<file path="src/rtl/uart_tx_sched_if.sv">
// Requester/TX bundle for uart_tx_sched: per-requester req/ack with byte data,
// plus the serial line and status back to the board logic.
interface uart_tx_sched_if #(
   parameter int unsigned NREQ = 4
);
   logic [NREQ-1:0]   req;
   logic [8*NREQ-1:0] req_data;
   logic [NREQ-1:0]   ack;
   logic              tx;
   logic              busy;
   logic [1:0]        grant_id;

   modport master (output req, req_data, input  ack, tx, busy, grant_id);
   modport slave  (input  req, req_data, output ack, tx, busy, grant_id);
endinterface

</file>
<file path="src/rtl/uart_tx_sched.sv">
// Round-robin scheduler + 8N1/8N2 UART serializer sharing one TX line.
// Define UART_PARITY_EN to insert an even-parity bit after data bit 7 (8E1/8E2).
module uart_tx_sched #(
   parameter int unsigned NREQ      = 4,
   parameter int unsigned BAUD_DIV  = 347,
   parameter int unsigned STOP_BITS = 1
) (
   input  logic           clk,
   input  logic           rst,
   uart_tx_sched_if.slave bus
);
   localparam int unsigned CW = 12;

   typedef enum logic [2:0] {
      S_IDLE,
      S_START,
      S_DATA,
`ifdef UART_PARITY_EN
      S_PARITY,
`endif
      S_STOP
   } state_t;

   state_t          state_q, state_n;
   logic [CW-1:0]   baud_q, baud_n;
   logic [2:0]      bit_q, bit_n;
   logic [7:0]      sh_q, sh_n;
   logic            tx_q, tx_n;
   logic            busy_q, busy_n;
   logic [NREQ-1:0] ack_q, ack_n;
   logic [1:0]      gid_q, gid_n;
   logic [1:0]      last_q, last_n;
   logic            par_q, par_n;

   logic [3:0]      req4;
   logic [31:0]     data32;
   logic [1:0]      cand, win;
   logic            found;
   logic [7:0]      win_byte;
   logic            wrap;
   logic [CW-1:0]   baud_inc;

   // State and registered outputs
   always_ff @(posedge clk) begin
      if (rst) begin
         state_q <= S_IDLE;
         baud_q  <= '0;
         bit_q   <= '0;
         sh_q    <= '0;
         tx_q    <= 1'b1;
         busy_q  <= 1'b0;
         ack_q   <= '0;
         gid_q   <= '0;
         last_q  <= 2'(NREQ-1);
         par_q   <= 1'b0;
      end else begin
         state_q <= state_n;
         baud_q  <= baud_n;
         bit_q   <= bit_n;
         sh_q    <= sh_n;
         tx_q    <= tx_n;
         busy_q  <= busy_n;
         ack_q   <= ack_n;
         gid_q   <= gid_n;
         last_q  <= last_n;
         par_q   <= par_n;
      end
   end

   // Next state, arbitration and serializer
   always_comb begin
      state_n  = state_q;
      baud_n   = baud_q;
      bit_n    = bit_q;
      sh_n     = sh_q;
      tx_n     = tx_q;
      busy_n   = busy_q;
      ack_n    = '0;
      gid_n    = gid_q;
      last_n   = last_q;
      par_n    = par_q;
      found    = 1'b0;
      cand     = '0;
      win      = last_q;
      win_byte = '0;

      // Indices >= NREQ are zero-padded and never win, so a mod-4 search
      // starting after last_q yields the same order as a mod-NREQ one.
      req4   = 4'(bus.req);
      data32 = 32'(bus.req_data);

      wrap     = (baud_q == CW'(BAUD_DIV-1));
      baud_inc = wrap ? '0 : baud_q + CW'(1);

      for (int k = 1; k <= 4; k++) begin
         cand = last_q + 2'(k);
         if (!found && req4[cand]) begin
            found = 1'b1;
            win   = cand;
         end
      end

      case (win)
         2'd0:    win_byte = data32[7:0];
         2'd1:    win_byte = data32[15:8];
         2'd2:    win_byte = data32[23:16];
         default: win_byte = data32[31:24];
      endcase

      case (state_q)
         S_IDLE: begin
            tx_n   = 1'b1;
            busy_n = 1'b0;
            if (found) begin
               state_n = S_START;
               ack_n   = NREQ'(4'b0001 << win);
               gid_n   = win;
               last_n  = win;
               busy_n  = 1'b1;
               tx_n    = 1'b0;
               baud_n  = '0;
               bit_n   = '0;
               sh_n    = win_byte;
               par_n   = ^win_byte;
            end
         end
         S_START: begin
            baud_n = baud_inc;
            if (wrap) begin
               state_n = S_DATA;
               tx_n    = sh_q[0];
               bit_n   = '0;
            end
         end
         S_DATA: begin
            baud_n = baud_inc;
            if (wrap) begin
               if (bit_q == 3'd7) begin
                  bit_n = '0;
`ifdef UART_PARITY_EN
                  state_n = S_PARITY;
                  tx_n    = par_q;
`else
                  state_n = S_STOP;
                  tx_n    = 1'b1;
`endif
               end else begin
                  bit_n = bit_q + 3'd1;
                  sh_n  = {1'b0, sh_q[7:1]};
                  tx_n  = sh_q[1];
               end
            end
         end
`ifdef UART_PARITY_EN
         S_PARITY: begin
            baud_n = baud_inc;
            if (wrap) begin
               state_n = S_STOP;
               tx_n    = 1'b1;
               bit_n   = '0;
            end
         end
`endif
         S_STOP: begin
            baud_n = baud_inc;
            tx_n   = 1'b1;
            if (wrap) begin
               if (bit_q == 3'(STOP_BITS-1)) begin
                  state_n = S_IDLE;
                  busy_n  = 1'b0;
                  bit_n   = '0;
               end else begin
                  bit_n = bit_q + 3'd1;
               end
            end
         end
         default: begin
            state_n = S_IDLE;
            tx_n    = 1'b1;
            busy_n  = 1'b0;
         end
      endcase
   end

   assign bus.ack      = ack_q;
   assign bus.tx       = tx_q;
   assign bus.busy     = busy_q;
   assign bus.grant_id = gid_q;

endmodule

</file>
<file path="src/flat_wrapper.sv">
// flat-port wrapper written by rule: the top's interface ports become plain ports
module uart_tx_sched_flat 
#(
   parameter int unsigned NREQ      = 4,
   parameter int unsigned BAUD_DIV  = 347,
   parameter int unsigned STOP_BITS = 1
)
  (clk, rst, bus_req, bus_req_data, bus_ack, bus_tx, bus_busy, bus_grant_id);
  uart_tx_sched_if #(.NREQ(NREQ)) bus_i ();
  input  logic clk;
  input  logic rst;
  input wire logic [$bits(bus_i.req)-1:0] bus_req;
  input wire logic [$bits(bus_i.req_data)-1:0] bus_req_data;
  output wire logic [$bits(bus_i.ack)-1:0] bus_ack;
  output wire logic [$bits(bus_i.tx)-1:0] bus_tx;
  output wire logic [$bits(bus_i.busy)-1:0] bus_busy;
  output wire logic [$bits(bus_i.grant_id)-1:0] bus_grant_id;
  assign bus_i.req = bus_req;
  assign bus_i.req_data = bus_req_data;
  assign bus_ack = bus_i.ack;
  assign bus_tx = bus_i.tx;
  assign bus_busy = bus_i.busy;
  assign bus_grant_id = bus_i.grant_id;
  uart_tx_sched #(.NREQ(NREQ), .BAUD_DIV(BAUD_DIV), .STOP_BITS(STOP_BITS)) u_core (.clk(clk), .rst(rst), .bus(bus_i));
endmodule
</file>
<file path="config.mk">
export PLATFORM = sky130hd
export DESIGN_NAME = uart_tx_sched_flat
export DESIGN_NICKNAME = d
export VERILOG_FILES = /design/src/rtl/uart_tx_sched_if.sv /design/src/rtl/uart_tx_sched.sv /design/src/flat_wrapper.sv
export SDC_FILE = /design/constraint.sdc
export NUM_CORES = 1
export LEC_CHECK = 0
export BUFFER_PORTS_ARGS = -buffer_cell sky130_fd_sc_hd__buf_2
export CORE_ASPECT_RATIO = 0.75
export CORE_UTILIZATION = 40
export DETAILED_ROUTE_END_ITERATION = 7
export GPL_TIMING_DRIVEN = 0
export SLEW_MARGIN = 25
export SYNTH_ARGS = -nofsm -noshare
export SYNTH_HDL_FRONTEND = slang
export SYNTH_SLANG_ARGS = --single-unit
</file>
<file path="constraint.sdc">
create_clock -name clk -period 2.5 [get_ports clk]
set_clock_uncertainty 0.2 [all_clocks]
set_input_delay 0.5 -clock clk [delete_from_list [all_inputs] [get_ports clk]]
set_output_delay 0.5 -clock clk [all_outputs]
set_load 0.01 [all_outputs]
</file>
==> key figures <==
Status
  – Status: finished clean

Logic synthesis
  – Post-synthesis xor/xnor area fraction: 0.0487
  – Post-synth cell types: 46
  – Post-synthesis mux area share: 0.101
  – Ys flop type: dfxtp_1
  – Mapped Cells: 216
  – Area of the mapped netlist: 1980 um2
  – Post-Synth Simple-Gate Area: 0.228
  – Main combinational cell family by area after synthesis: simple AND/OR/NAND/NOR gates
  – #FFs+latches synth: 35
  – Sequential fraction of the synthesis area: 0.354
  – Asr flop ratio synth: 0
  – Ys Warns: 0
  – Number of synthesized flops with an enable pin: 0
  – Synth Area in Compound Gates: 0.172
  – Syn_nets: 264
  – Syn avg cell area: 9.15 um2
  – Post-Synth Adder-Cell Area: 0.0633

Global routing
  – Grt total ovfl: 0
  – Top Usage Layer GRT: met1
  – Routing usage on met2: 0.234
  – First-pass GRT wire length: 7250 um
  – Total track usage: 0.174
  – Met1 GRT Util: 0.259
  – Vias in the first global route: 1,519
  – Pin count of the biggest net entering global routing: 12
  – Initial antenna violation count: 0
  – Met3 Resource Use GR: 0.0436

STA
  – RSZ-0062 raised after global routing: no
  – Fin. max-slew vios: 0
  – Fin crit share: 0.932
  – Max Clk Rate: 0.429 GHz
  – Worst setup margin: 0.171 ns
  – Headroom to the max-slew limit: 0.428
  – Final min period: 2.33 ns
  – # setup viols final: 0
  – Fin. Hold Viols: 0
  – Worst Tran Pin Value: 0.847 ns

Route
  – Final WL: 4220 um
  – DR WL/cell: 13.0 um
  – Iteration count of the initial detailed-routing pass: 4
  – ANT nets after route: 0
  – Via density: 5.25
  – Initial DRC Count: 56
  – DRC: 0
  – Vias: 1,710

Clock tree
  – Root Buffer: clkbuf_8
  – Worst-path clk slew: 0.08 ns
  – Worst-Skew Late Latency: 0.30 ns
  – CTS tree: done
  – Sink Count: 35
  – CTS buffer count: 5
  – CTS Buffer Depth: 2
  – Cts hold-fix bufs: 0
  – H-tree depth: 2

Power
  – Pwr Density: 1070 nW/um2
  – VDD IR max: 0.000468 V
  – P_leak: 1.07 nW

Floorplanning
  – Core area: 4600 um2
  – Initial core utilization: 0.430
  – DIE WIDTH: 83.2 um
  – Die height: 62.9 um
  – Row cnt: 21
  – Die area: 5230 um2
  – Num ports: 46

Placed design
  – Dpl cell area: 2270 um2
  – Post-Place Worst Slack: -0.00173 ns
  – I/O Buffers: 45
  – Placer Congestion: 0.770
  – Detail Placement HPWL: 3260 um

Hold path
  – Endpoint, Worst Hold: u_core.bus.grant_id[1]
  – Worst min-delay path startpoint: u_core.bus.grant_id[1]
  – Worst hold path class: reg -> reg
  – Hold Path Depth: 2

Run
  – Max_cap viols: 0

Layout
  – Antenna diodes: 0
  – Util after Layout: 0.525
  – Nets: 316
  – Cell area after layout: 2410 um2
  – Layout cells sized above 1: 0.245
  – Area Overhead vs Synth: 22.0%

Setup path
  – Worst-path fanout max: 10
  – Reg2Reg Capture Point: u_core.sh_q[1]
  – Crit. End Element: flop
  – Reg2Reg Setup Slack: 0.17 ns
  – Startpoint types: flop
  – Worst path required time: 2.54 ns
  – WP data arrival: 2.37 ns
  – Crit Path Class: reg -> reg
  – Worst r2r src: u_core.state_q[0]
  – Cells on worst reg2reg path: 9
-- layout by cell type (no fill, tap or decap), types with 5 or more instances in the layout --
cell / count
a21oi_1: 6
nor2_1: 23
ha_1: 9
mux2i_1: 20
xor2_1: 7
dfxtp_1: 35
nand2_1: 12
clkbuf_8: 5
inv_1: 7
nor2b_1: 10
nand3_1: 7
buf_2: 50
o22ai_1: 7
a221o_1: 6
-- cells in the mapped netlist (2+ instances only) --
cell type | instances | area [um2]
nor3_1 | 2 | 10.0
nand4_1 | 2 | 12.5
mux2i_1 | 20 | 200
nor4_1 | 2 | 12.5
a2111o_1 | 2 | 22.5
a211oi_1 | 3 | 22.5
a221o_1 | 6 | 60.1
and2_1 | 2 | 12.5
dfxtp_1 | 35 | 701
o211ai_1 | 2 | 15.0
nor2_1 | 23 | 86.3
xnor2_1 | 4 | 35.0
inv_1 | 7 | 26.3
buf_2 | 5 | 25.0
nand3_1 | 7 | 35.0
ha_1 | 10 | 125
o22ai_1 | 7 | 43.8
a21o_1 | 2 | 15.0
o21ai_0 | 4 | 20.0
nand2b_1 | 4 | 25.0
a21oi_1 | 6 | 30.0
nand3b_1 | 2 | 15.0
nor2b_1 | 10 | 62.6
and4_1 | 2 | 17.5
nor3b_1 | 3 | 22.5
xor2_1 | 7 | 61.3
clkbuf_1 | 2 | 7.51
and3_1 | 4 | 25.0
a31oi_1 | 2 | 12.5
nand2_1 | 12 | 45.0
o31ai_1 | 2 | 15.0
-- worst max-delay path by stage --
stage | start | end | slack (ns) | depth (start not counted)
2_1_floorplan | u_core.state_q[0] | u_core.state_q[0] | 0.33 | 6
3_3_place_gp | bus_req[0] | u_core.sh_q[3] | 0.01 | 7
3_5_place_dp | bus_req[0] | u_core.sh_q[0] | -0.002 | 7
4_1_cts | u_core.state_q[0] | u_core.sh_q[1] | 0.08 | 9
5_1_grt | u_core.state_q[0] | u_core.baud_q[7] | 0.005 | 8
6_report | u_core.state_q[0] | u_core.sh_q[1] | 0.17 | 9
-- repair_timing --
item / 4_1_cts / 5_1_grt
setup endpoints to repair: 0 / 11
resized for setup: 0 / 3
buffers inserted: 0 / 1
-- sequential cells by signal, summed over array words and instances (netlist names) --
name and count:
u_core.baud_q 12, u_core.sh_q 8, u_core.bus.ack 4, u_core.bit_q 3, u_core.bus.grant_id 2, u_core.last_q 2
u_core.state_q 2, u_core.bus.busy 1, u_core.bus.tx 1
-- layout make-up --
cell class                 instances  area, um2
buffer                             7       33.8
clock buffer                       6       72.6
clock inverter                     2       60.1
fill                             440       2190
inverter                           7       26.3
multi-input combinational        166       1210
sequential                        35        701
tap                               57       71.3
timing repair buffer              46        233
-- per-stage QoR --
| stage | instances | setup TNS [ns] | total power, mW | hold WS [ns] |
|---|---|---|---|---|
| 2_1_floorplan | 216 | 0 | 1.69 | 0.252 |
| 3_3_place_gp | 318 | 0 | 1.97 | 0.253 |
| 3_5_place_dp | 318 | -0.00173 | 1.98 | 0.258 |
| 4_1_cts | 326 | 0 | 2.60 | 0.269 |
| 5_1_grt | 326 | 0 | 2.79 | 0.301 |
| 6_report | 326 | 0 | 2.58 | 0.262 |
-- kinds of logic (layout without fill, tap and decap cells) --
group,count (synthesis),after routing
AND/OR/NAND/NOR,81,81
AO/OA/AOI/OAI,44,44
flip-flops,35,35
multiplexers,20,20
buffers and inverters,15,68
XOR/XNOR,11,11
adder cells (fa/ha/maj),10,10
-- critical path, cell delays in order (launching register included) --
cell	delay, ns
dfxtp_1	0.33
inv_1	0.13
ha_1	0.15
buf_2	0.21
nand2b_1	0.11
nor3_2	0.21
or4b_1	0.43
buf_2	0.19
o22ai_1	0.19
a221o_1	0.13
-- per-layer routing --
metal,part of all wire,routed length [um]
met1,0.57,2390
met4,0.019,79
met3,0.033,139
met2,0.38,1620
met5,0,0
-- report_power, final --
part	total [mW]	internal, mW	switching, mW
Sequential	0.784	0.712	0.0716
Combinational	1.19	0.523	0.666
Clock	0.610	0.399	0.211
Total	2.58	1.63	0.949
No activity file was read; power rests on OpenSTA's default activity.
